$ cat src/rtl/v_issue_ctrl.sv
// In-order issue controller for the vector pipeline. It holds one decoded
// instruction at the handshake, checks it against a per-register pending-write
// scoreboard and the busy state of its target unit, then fires a one-cycle
// start pulse with a registered operand payload. A vconfig waits for every
// unit to drain, then issues on its own dedicated pulse.
module v_issue_ctrl #(
    parameter int NUM_VREG  = 32,
    parameter int NUM_UNITS = 5
) (
    input  logic                 clk,
    input  logic                 rst,
    input  logic                 in_valid,
    output logic                 in_ready,
    input  logic [2:0]           in_unit,
    input  logic                 in_is_vconfig,
    input  logic [4:0]           in_vd,
    input  logic [4:0]           in_vs1,
    input  logic [4:0]           in_vs2,
    input  logic [4:0]           in_vs3,
    input  logic                 in_rd_vs1,
    input  logic                 in_rd_vs2,
    input  logic                 in_rd_vs3,
    input  logic                 in_wr_vd,
    input  logic [NUM_UNITS-1:0] unit_done,
    output logic [NUM_UNITS-1:0] issue,
    output logic                 cfg_issue,
    output logic [4:0]           iss_vd,
    output logic [4:0]           iss_vs1,
    output logic [4:0]           iss_vs2,
    output logic [4:0]           iss_vs3,
    output logic [NUM_UNITS-1:0] unit_busy,
    output logic [NUM_VREG-1:0]  sb_pending,
    output logic                 idle
);

    typedef enum logic [1:0] {ST_RUN, ST_DRAIN, ST_CFG} state_t;

    state_t                state_q, state_d;
    logic [NUM_UNITS-1:0]  unit_busy_q, unit_busy_d;
    logic [NUM_UNITS-1:0]  owns_q, owns_d;           // unit holds a scoreboard bit
    logic [4:0]            owner_vd_q [NUM_UNITS];   // register that bit refers to
    logic [4:0]            owner_vd_d [NUM_UNITS];
    logic [NUM_VREG-1:0]   sb_q, sb_d;
    logic [NUM_UNITS-1:0]  issue_q, issue_d;
    logic                  cfg_issue_q, cfg_issue_d;
    logic [4:0]            iss_vd_q, iss_vd_d, iss_vs1_q, iss_vs1_d;
    logic [4:0]            iss_vs2_q, iss_vs2_d, iss_vs3_q, iss_vs3_d;
    logic [4:0]            cap_vd_q, cap_vd_d, cap_vs1_q, cap_vs1_d;
    logic [4:0]            cap_vs2_q, cap_vs2_d, cap_vs3_q, cap_vs3_d;

    logic [NUM_UNITS-1:0]  done_eff, busy_eff, tgt_oh;
    logic [NUM_VREG-1:0]   unit_clr [NUM_UNITS];
    logic [NUM_VREG-1:0]   clr_mask, sb_eff;
    logic                  is_nop, hazard, drained;
    logic                  accept, issue_go, cap_go, cfg_go;

    // Per-unit completion, the register it releases, and target decode.
    // A done pulse only counts for a unit that actually has work in flight.
    genvar gi;
    generate
        for (gi = 0; gi < NUM_UNITS; gi++) begin : g_unit
            assign done_eff[gi] = unit_done[gi] & unit_busy_q[gi];
            assign busy_eff[gi] = unit_busy_q[gi] & ~unit_done[gi];
            assign unit_clr[gi] = (done_eff[gi] && owns_q[gi])
                                ? (NUM_VREG'(1) << owner_vd_q[gi]) : '0;
            assign tgt_oh[gi]   = ~in_is_vconfig && (in_unit == 3'(gi + 1));
        end
    endgenerate

    // Scoreboard as seen this cycle: bits released by completing units are
    // already gone, so a dependent instruction can go in the done cycle.
    always_comb begin
        clr_mask = '0;
        for (int u = 0; u < NUM_UNITS; u++) begin
            clr_mask = clr_mask | unit_clr[u];
        end
        sb_eff  = sb_q & ~clr_mask;
        is_nop  = ~|tgt_oh;
        hazard  = (in_rd_vs1 && sb_eff[in_vs1]) || (in_rd_vs2 && sb_eff[in_vs2]) ||
                  (in_rd_vs3 && sb_eff[in_vs3]) || (in_wr_vd  && sb_eff[in_vd]);
        drained = (unit_busy_q == '0);
    end

    // FSM state register.
    always_ff @(posedge clk or posedge rst) begin
        if (rst) begin
            state_q <= ST_RUN;
        end else begin
            state_q <= state_d;
        end
    end

    // FSM next state: vconfig parks in DRAIN until every unit is idle.
    always_comb begin
        state_d = state_q;
        case (state_q)
            ST_RUN:   if (in_valid && in_is_vconfig) state_d = ST_DRAIN;
            ST_DRAIN: if (drained) state_d = ST_CFG;
            ST_CFG:   state_d = ST_RUN;
            default:  state_d = ST_RUN;
        endcase
    end

    // FSM outputs: handshake and the events that steer the datapath.
    always_comb begin
        in_ready = (state_q == ST_RUN) && ~in_is_vconfig &&
                   (is_nop || (~hazard && ~|(tgt_oh & busy_eff)));
        accept   = in_valid && in_ready;
        issue_go = accept && ~is_nop;
        cap_go   = (state_q == ST_RUN) && in_valid && in_is_vconfig;
        cfg_go   = (state_q == ST_DRAIN) && drained;
    end

    // Next tracking state and payload; a new issue wins over a same-cycle
    // release of the same unit or register.
    always_comb begin
        unit_busy_d = busy_eff;
        owns_d      = owns_q & ~done_eff;
        owner_vd_d  = owner_vd_q;
        sb_d        = sb_eff;
        if (issue_go && in_wr_vd) begin
            sb_d = sb_eff | (NUM_VREG'(1) << in_vd);
        end
        for (int u = 0; u < NUM_UNITS; u++) begin
            if (issue_go && tgt_oh[u]) begin
                unit_busy_d[u] = 1'b1;
                owns_d[u]      = in_wr_vd;
                owner_vd_d[u]  = in_vd;
            end
        end
        issue_d     = issue_go ? tgt_oh : '0;
        cfg_issue_d = cfg_go;
        iss_vd_d    = iss_vd_q;
        iss_vs1_d   = iss_vs1_q;
        iss_vs2_d   = iss_vs2_q;
        iss_vs3_d   = iss_vs3_q;
        if (issue_go) begin
            iss_vd_d  = in_vd;
            iss_vs1_d = in_vs1;
            iss_vs2_d = in_vs2;
            iss_vs3_d = in_vs3;
        end else if (cfg_go) begin
            iss_vd_d  = cap_vd_q;
            iss_vs1_d = cap_vs1_q;
            iss_vs2_d = cap_vs2_q;
            iss_vs3_d = cap_vs3_q;
        end
        cap_vd_d  = cap_go ? in_vd  : cap_vd_q;
        cap_vs1_d = cap_go ? in_vs1 : cap_vs1_q;
        cap_vs2_d = cap_go ? in_vs2 : cap_vs2_q;
        cap_vs3_d = cap_go ? in_vs3 : cap_vs3_q;
    end

    // Datapath registers; reset forgets all in-flight work.
    always_ff @(posedge clk or posedge rst) begin
        if (rst) begin
            unit_busy_q <= '0;
            owns_q      <= '0;
            sb_q        <= '0;
            issue_q     <= '0;
            cfg_issue_q <= 1'b0;
            iss_vd_q    <= '0;
            iss_vs1_q   <= '0;
            iss_vs2_q   <= '0;
            iss_vs3_q   <= '0;
            cap_vd_q    <= '0;
            cap_vs1_q   <= '0;
            cap_vs2_q   <= '0;
            cap_vs3_q   <= '0;
            for (int u = 0; u < NUM_UNITS; u++) begin
                owner_vd_q[u] <= '0;
            end
        end else begin
            unit_busy_q <= unit_busy_d;
            owns_q      <= owns_d;
            sb_q        <= sb_d;
            issue_q     <= issue_d;
            cfg_issue_q <= cfg_issue_d;
            iss_vd_q    <= iss_vd_d;
            iss_vs1_q   <= iss_vs1_d;
            iss_vs2_q   <= iss_vs2_d;
            iss_vs3_q   <= iss_vs3_d;
            cap_vd_q    <= cap_vd_d;
            cap_vs1_q   <= cap_vs1_d;
            cap_vs2_q   <= cap_vs2_d;
            cap_vs3_q   <= cap_vs3_d;
            owner_vd_q  <= owner_vd_d;
        end
    end

    assign issue      = issue_q;
    assign cfg_issue  = cfg_issue_q;
    assign iss_vd     = iss_vd_q;
    assign iss_vs1    = iss_vs1_q;
    assign iss_vs2    = iss_vs2_q;
    assign iss_vs3    = iss_vs3_q;
    assign unit_busy  = unit_busy_q;
    assign sb_pending = sb_q;
    assign idle       = (state_q == ST_RUN) && (unit_busy_q == '0) && (sb_q == '0);

endmodule

$ cat config.mk
export PLATFORM = sky130hd
export DESIGN_NAME = v_issue_ctrl
export DESIGN_NICKNAME = d
export VERILOG_FILES = /design/src/rtl/v_issue_ctrl.sv
export SDC_FILE = /design/constraint.sdc
export NUM_CORES = 1
export LEC_CHECK = 0
export CAP_MARGIN = 10
export CORE_UTILIZATION = 30
export DETAILED_ROUTE_END_ITERATION = 7
export GPL_ROUTABILITY_DRIVEN = 0
export PLACE_DENSITY = 0.57
export SKIP_CTS_REPAIR_TIMING = 1
export SYNTH_ARGS = -nofsm -noshare
export SYNTH_HDL_FRONTEND = slang
export SYNTH_SLANG_ARGS = --single-unit
$ cat constraint.sdc
create_clock -name clk -period 4.8 [get_ports clk]
set_clock_uncertainty 0.05 [all_clocks]
set_input_delay 0.72 -clock clk [delete_from_list [all_inputs] [get_ports clk]]
set_output_delay 0.72 -clock clk [all_outputs]
set_load 0.005 [all_outputs]
# [After elaboration in Yosys (flattened, before gate mapping)]
# Cells that the tools add are included.
[classes] order_cmp=4 eq_ne=8 n_shift=6 mux=36 bitwise=27 reduce_logical=44
[op_table] cell="$mux W32" n=6
[op_table] cell="$shl A1 B5 Y32 const A" n=6
[op_table] cell="$or A32 B32 Y32" n=5
[op_table] cell="$mux W5" n=9
[op_table] cell="$and A32 B32 Y32" n=1
[op_table] cell="$logic_not A32 Y1" n=1
[op_table] cell="$not A32 Y32" n=1
[op_table] cell="$logic_and A1 B1 Y1" n=31
[op_table] cell="$lt A5 B6 Y1 const B" n=4
[op_table] cell="$bmux W1 S5" n=4
[op_table] cell="$mux W1" n=14
[op_table] cell="$and A1 B1 Y1" n=10
[op_table] cell="$and A5 B5 Y5" n=2
[op_table] cell="$reduce_or A5 Y1" n=2
[op_table] cell="$not A1 Y1" n=7
[op_table] cell="$eq A3 B2 Y1 const B" n=2
[op_table] cell="$eq A3 B3 Y1 const B" n=2
[op_table] cell="$logic_not A5 Y1" n=1
[op_table] cell="$not A5 Y5" n=1
[op_table] cell="$logic_or A1 B1 Y1" n=4
[op_table] cell="$mux W2" n=2
[op_table] cell="$ne A2 B2 Y1 const B" n=2
[op_table] cell="$pmux W2 S2" n=1
[op_table] cell="$eq A3 B1 Y1 const B" n=1
[op_table] cell="5 further kinds" n=6
[word_totals] reg_bits=115 input_bits=36 out_inout_bits=65 elab_cells=144

# [Logic depth before layout (Yosys ltp)]
[depth] depth_word=23 depth_mapped=13 mapped_depth_nobuf=10

# [Worst setup path before layout]
# OpenSTA, ideal clock, no wires.
[synth_timing] path_type="input to output" start="in unit_done[0]" end="out in_ready" arrival_time_ns=3.069 required_time_ns=4.030 path_slack_ns=0.961 cell_stages=11 path_buffers=1 cell_sequence="nand4_1 clkbuf_1 o21ai_0 nor3_1 mux4_2 or3_1 nand4_1 o311ai_1 nor3_4 nand2_1 a21boi_0"
[synth_via] elab_chain_cells=19 elab_cells_between_ends=33 cone_classes="mux (9); bitwise (11); reduce/logical (13)"
[synth_lines] element="start, declared" line_no="24" rtl="input logic [NUM_UNITS-1:0] unit_done,"
[synth_lines] element="$and A1 B1 Y1" line_no="62" rtl="assign done_eff[gi] = unit_done[gi] & unit_busy_q[gi];"
[synth_lines] element="$logic_and A1 B1 Y1" line_no="64" rtl="assign unit_clr[gi] = (done_eff[gi] && owns_q[gi])"
[synth_lines] element="$mux W32" line_no="65" rtl="? (NUM_VREG'(1) << owner_vd_q[gi]) : '0;"
[synth_lines] element="$or A32 B32 Y32 (4 in series)" line_no="75" rtl="clr_mask = clr_mask | unit_clr[u];"
[synth_lines] element="$not A32 Y32" line_no="77" rtl="sb_eff = sb_q & ~clr_mask;"
[synth_lines] element="$and A32 B32 Y32" line_no="77"
[synth_lines] element="$bmux W1 S5" line_no="79" rtl="hazard = (in_rd_vs1 && sb_eff[in_vs1]) || (in_rd_vs2 && sb_eff[in_vs2]) ||"
[synth_lines] element="$mux W1 (not written as such)" line_no="79"
[synth_lines] element="$logic_and A1 B1 Y1" line_no="79"
[synth_lines] element="$logic_or A1 B1 Y1 (2 in series)" line_no="79"
[synth_lines] element="$logic_or A1 B1 Y1" line_no="80" rtl="(in_rd_vs3 && sb_eff[in_vs3]) || (in_wr_vd && sb_eff[in_vd]);"
[synth_lines] element="$not A1 Y1" line_no="107" rtl="(is_nop || (~hazard && ~|(tgt_oh & busy_eff)));"
[synth_lines] element="$logic_and A1 B1 Y1 (*)" line_no="107"
[synth_lines] element="$logic_or A1 B1 Y1 (*)" line_no="107"
[synth_lines] element="$logic_and A1 B1 Y1 (*)" line_no="106" rtl="in_ready = (state_q == ST_RUN) && ~in_is_vconfig &&"
[synth_lines] element="end, declared" line_no="13" rtl="output logic in_ready,"
# Every way passes the cells marked *; elsewhere a longest branch is shown, timed or not. The select of a mux whose other input is x is not followed.

# [Final worst setup path]
[layout_timing] start="in unit_done[3]" end="out in_ready"
[layout_via] elab_chain_cells=17 elab_cells_between_ends=31 cone_classes="mux (9); bitwise (9); reduce/logical (13)"
[layout_lines] element="$and A1 B1 Y1" line_no="62"
[layout_lines] element="$logic_and A1 B1 Y1" line_no="64"
[layout_lines] element="$mux W32" line_no="65"
[layout_lines] element="$or A32 B32 Y32 (2 in series)" line_no="75"
[layout_lines] element="$not A32 Y32" line_no="77"
[layout_lines] element="$and A32 B32 Y32" line_no="77"
[layout_lines] element="$bmux W1 S5" line_no="79"
[layout_lines] element="$mux W1 (not written as such)" line_no="79"
[layout_lines] element="$logic_and A1 B1 Y1" line_no="79"
[layout_lines] element="$logic_or A1 B1 Y1 (2 in series)" line_no="79"
[layout_lines] element="$logic_or A1 B1 Y1" line_no="80"
[layout_lines] element="$not A1 Y1" line_no="107"
[layout_lines] element="$logic_and A1 B1 Y1 (*)" line_no="107"
[layout_lines] element="$logic_or A1 B1 Y1 (*)" line_no="107"
[layout_lines] element="$logic_and A1 B1 Y1 (*)" line_no="106"
# Marked as above.

==> out/summary.md <==
- 4.62 ns — final worst path period need
- 1385 — number of standard cells in the layout, taps in and fillers out
- 9 — top fanout value on the critical path
- 1194 — number of violations reported at the end of detailed-routing iteration 0
- 8 — sum of buffers and inverters on the critical path
- 0.364 — Clk network pwr share
- 1.09 mW — net load switching power
- 2 — CTS Buffer Depth
- 14 — logic depth of the worst register-to-register path
- 2545 — filler cell count
- buffers and inverters — kind of cell adding the most delay to the critical path
- 115 — clock sink count
- reg2reg — path class of the lowest-slack min-delay path
- 251 uV — peak supply drop
- 0 — number of max-slew violations in the final report
- unit_done[3] — beginning of the critical path
- 0.429 — final core occ
- 0.177 — proportion of synthesized area in mux cells
- 0.305 — net switching fraction of the power
- 9.64 sq um — Mapped Avg Cell Area
- sky130_fd_sc_hd__dfrtp_1 (115), sky130_fd_sc_hd__mux2_2 (63), sky130_fd_sc_hd__clkbuf_1 (50) — top cell types by occurrence after synthesis
- 8120 — number of global-route vias before repair
- 0.309 — share of final-layout standard cells stronger than drive strength 1
- 10400 sq um — placed inst area
- 0.306 — starting density of the core
- sky130_fd_sc_hd__dfrtp_1 — most used standard cell by instance count after synthesis
- 4.03 ns — Required @ worst endpoint
- 0.281 — Gate power share
- 0.183 ns — final critical-path setup slack
- cap_vs3_q[4] — start point of the worst hold path
- 0 — number of antenna-violating nets in the routed design
- 0.239 — Max-slew headroom
- 41 — largest net degree at the start of global routing
- 217 MHz — fmax
- 6.25 — post-DR vias/cell
- 4.50 nW — leakage power summed over all cells
- 7 — length of the first detailed-routing pass in iterations
- 1.14 ns — worst-margin pin slew
- 0.46 ns — largest incremental delay on the critical path
- 1072 — net count reported at finish
- 101 — total I/O pin count
- output pin — capturing element type of the critical path
- 26000 sq um — placeable core region
- sky130_fd_sc_hd__dfrtp_1 — predominant post-synthesis flop cell
- false — setup repair after global routing missed its margin
- 0 — final number of hold-violating endpoints
- input pin — CP startpoint kind
- 62 — Unique masters post-synth
- 0.258 — synthesized-area fraction occupied by and/or/nand/nor cells
- 0.962 — post-route clock period utilization
- owner_vd_q[21] — Crit Reg-Reg Startpoint
- sb_pending[31] — reg2reg end
- 0 — Post-route DRC
- 0.38 ns — setup slack on the worst flop-to-flop path
- 32 — max FFs per register
- 1351 — total instance count after detailed placement
- 3.56 mW — Power, Total
- done — clock tree from TritonCTS
- 0 — global-route congestion overflow total
- 0 — adder-cell share of the synthesized area
- 0 — share of the synthesized netlist area taken by xor and xnor gates
- sky130_fd_sc_hd__buf_4 — most numerous cell on the critical path
- 0 — number of setup violations in the final report
- sky130_fd_sc_hd__dfrtp_1 (36%), sky130_fd_sc_hd__mux2_2 (8.9%), sky130_fd_sc_hd__mux2i_1 (5.0%), sky130_fd_sc_hd__o22ai_1 (3.9%), sky130_fd_sc_hd__nand4b_1 (3.3%) — dominant cells by area after synthesis
- 0 ns — setup TNS after final layout
- 100 — port bufs
- 59 — row count
- 11200 sq um — finished layout cell area
- sky130_fd_sc_hd__clkbuf_16 — CTS Root Cell
- 0 — number of flops mapped to enable cells by yosys
- 165 um — die span in x
- -0.179 ns — worst setup timing slack at the placement stage
- 165 um — Chip Height
- 2.47 mW — cell internal pwr
- 26100 um — dpl hpwl
- 1.00 — async set or reset register ratio after synthesis
- 0 — synth warn
- 3.85 ns — data arrival time of the worst path
- simple AND/OR/NAND/NOR gates — largest family of logic cells by synthesized area
- 27100 sq um — die area
- 319 nW/um^2 — ratio of total power to cell area
- 0.362 — sequential element share of the synthesized area
- 8661 — via count
- 51100 um — global-route wire length before repair
- 40.5% — Synth-to-Final Area Change
- 860 — Post-Syn Nets
- 24.9 um — routed len/inst
- sky130_fd_sc_hd__dfrtp_1 — cell taking the most area after synthesis
- 17 — number of buffers added by the clock tree synthesis step
- 0.362 — fraction of synthesized cell area taken by the top area cell type
- 4 — number of levels the H-tree was split into
- 0.43 ns — worst skew pair latency
- 824 — gate count of the mapped netlist
- 115 — synthesized flop and latch total
- 0.355 — part of the total power dissipated in sequential elements
- 0.455 ns — worst hold slack
- 7950 sq um — Netlist Area Pre-Place
- 34500 um — overall routed net length
- 0.05 ns — Reg clk slew, reported paths
- 1 — hold depth
- cap_vs3_q[4] — destination of the worst hold path
- sky130_fd_sc_hd__mux4_2 — slowest stage cell on the critical path
- 0.257 — Overall Global Routing Usage
- clkdlybuf4s50_1, buf_4, nand4b_1, buf_4, buf_4, o22ai_1, nor3_1, buf_4, inv_1, mux4_2, o211a_1, o32ai_2, nor3_2, buf_4, nand2_1, a21boi_0, dlymetal6s2s_1 — critical path, cell by cell
- 1 — number of antenna violations at the first check in global routing
- 0.154 — area fraction in compound gates after synthesis
- complete, no violations — run status
- in2out — kind of critical path
- 0 — max-cap violations
-- metal layers --
layer | up-vias | track usage | part of all wire
li1 | 3679 | - | -
met1 | 4184 | 0.346 | 0.41
met3 | 166 | 0.0686 | 0.11
met5 | - | 0 | 0
met4 | 0 | 0.136 | 0.060
met2 | 632 | 0.373 | 0.42
-- power by group through the flow --
stage | clock [mW] | combinational, mW | sequential (mW)
floorplan | 0 | 0.465 | 1.25
global placement | 0 | 0.949 | 1.28
detailed placement | 0 | 0.958 | 1.28
CTS | 1.31 | 0.965 | 1.26
global route | 1.35 | 1.07 | 1.29
finish | 1.30 | 1.00 | 1.27
-- cell families after synthesis --
logic type	Yosys count
and+or+nand+nor	314
muxes	119
DFF	115
buffers and inverters	102
AOI/OAI and AO/OA	174
-- cell type report --
type | count | area, sq um | area share
Clock inverter | 12 | 131 | 0.0118
Clock buffer | 20 | 467 | 0.0418
Tap cell | 335 | 419 | 0.0376
Antenna cell | 1 | 2.50 | 0.000224
Inverter | 43 | 164 | 0.0147
Timing Repair Buffer | 252 | 2240 | 0.200
Multi-Input combinational cell | 607 | 4860 | 0.436
Sequential cell | 115 | 2880 | 0.258
-- worst max-delay path by stage --
stage                    end  slack, ns  cells past startpoint
finish              in_ready       0.18                     17
detailed placement  in_ready      -0.18                     14
CTS                 in_ready      -0.27                     13
global placement    in_ready      -0.19                     16
floorplan           in_ready       0.96                     11
global route        in_ready       0.07                     17
-- cell usage in the layout (no fill, tap or decap), types with 17 or more instances in the layout --
| cell type | instances |
|---|---|
| sky130_fd_sc_hd__buf_4 | 144 |
| sky130_fd_sc_hd__clkbuf_16 | 17 |
| sky130_fd_sc_hd__clkdlybuf4s50_1 | 99 |
| sky130_fd_sc_hd__dfrtp_1 | 115 |
| sky130_fd_sc_hd__inv_1 | 39 |
| sky130_fd_sc_hd__mux2_2 | 63 |
| sky130_fd_sc_hd__mux2i_1 | 40 |
| sky130_fd_sc_hd__nand2_1 | 34 |
| sky130_fd_sc_hd__nand2b_1 | 18 |
| sky130_fd_sc_hd__nand4b_1 | 30 |
| sky130_fd_sc_hd__nor2_1 | 40 |
| sky130_fd_sc_hd__nor3_1 | 34 |
| sky130_fd_sc_hd__nor4_1 | 23 |
| sky130_fd_sc_hd__o22ai_1 | 40 |
| sky130_fd_sc_hd__o31ai_1 | 34 |
| sky130_fd_sc_hd__or4bb_1 | 17 |
No activity file was read; power rests on OpenSTA's default activity.
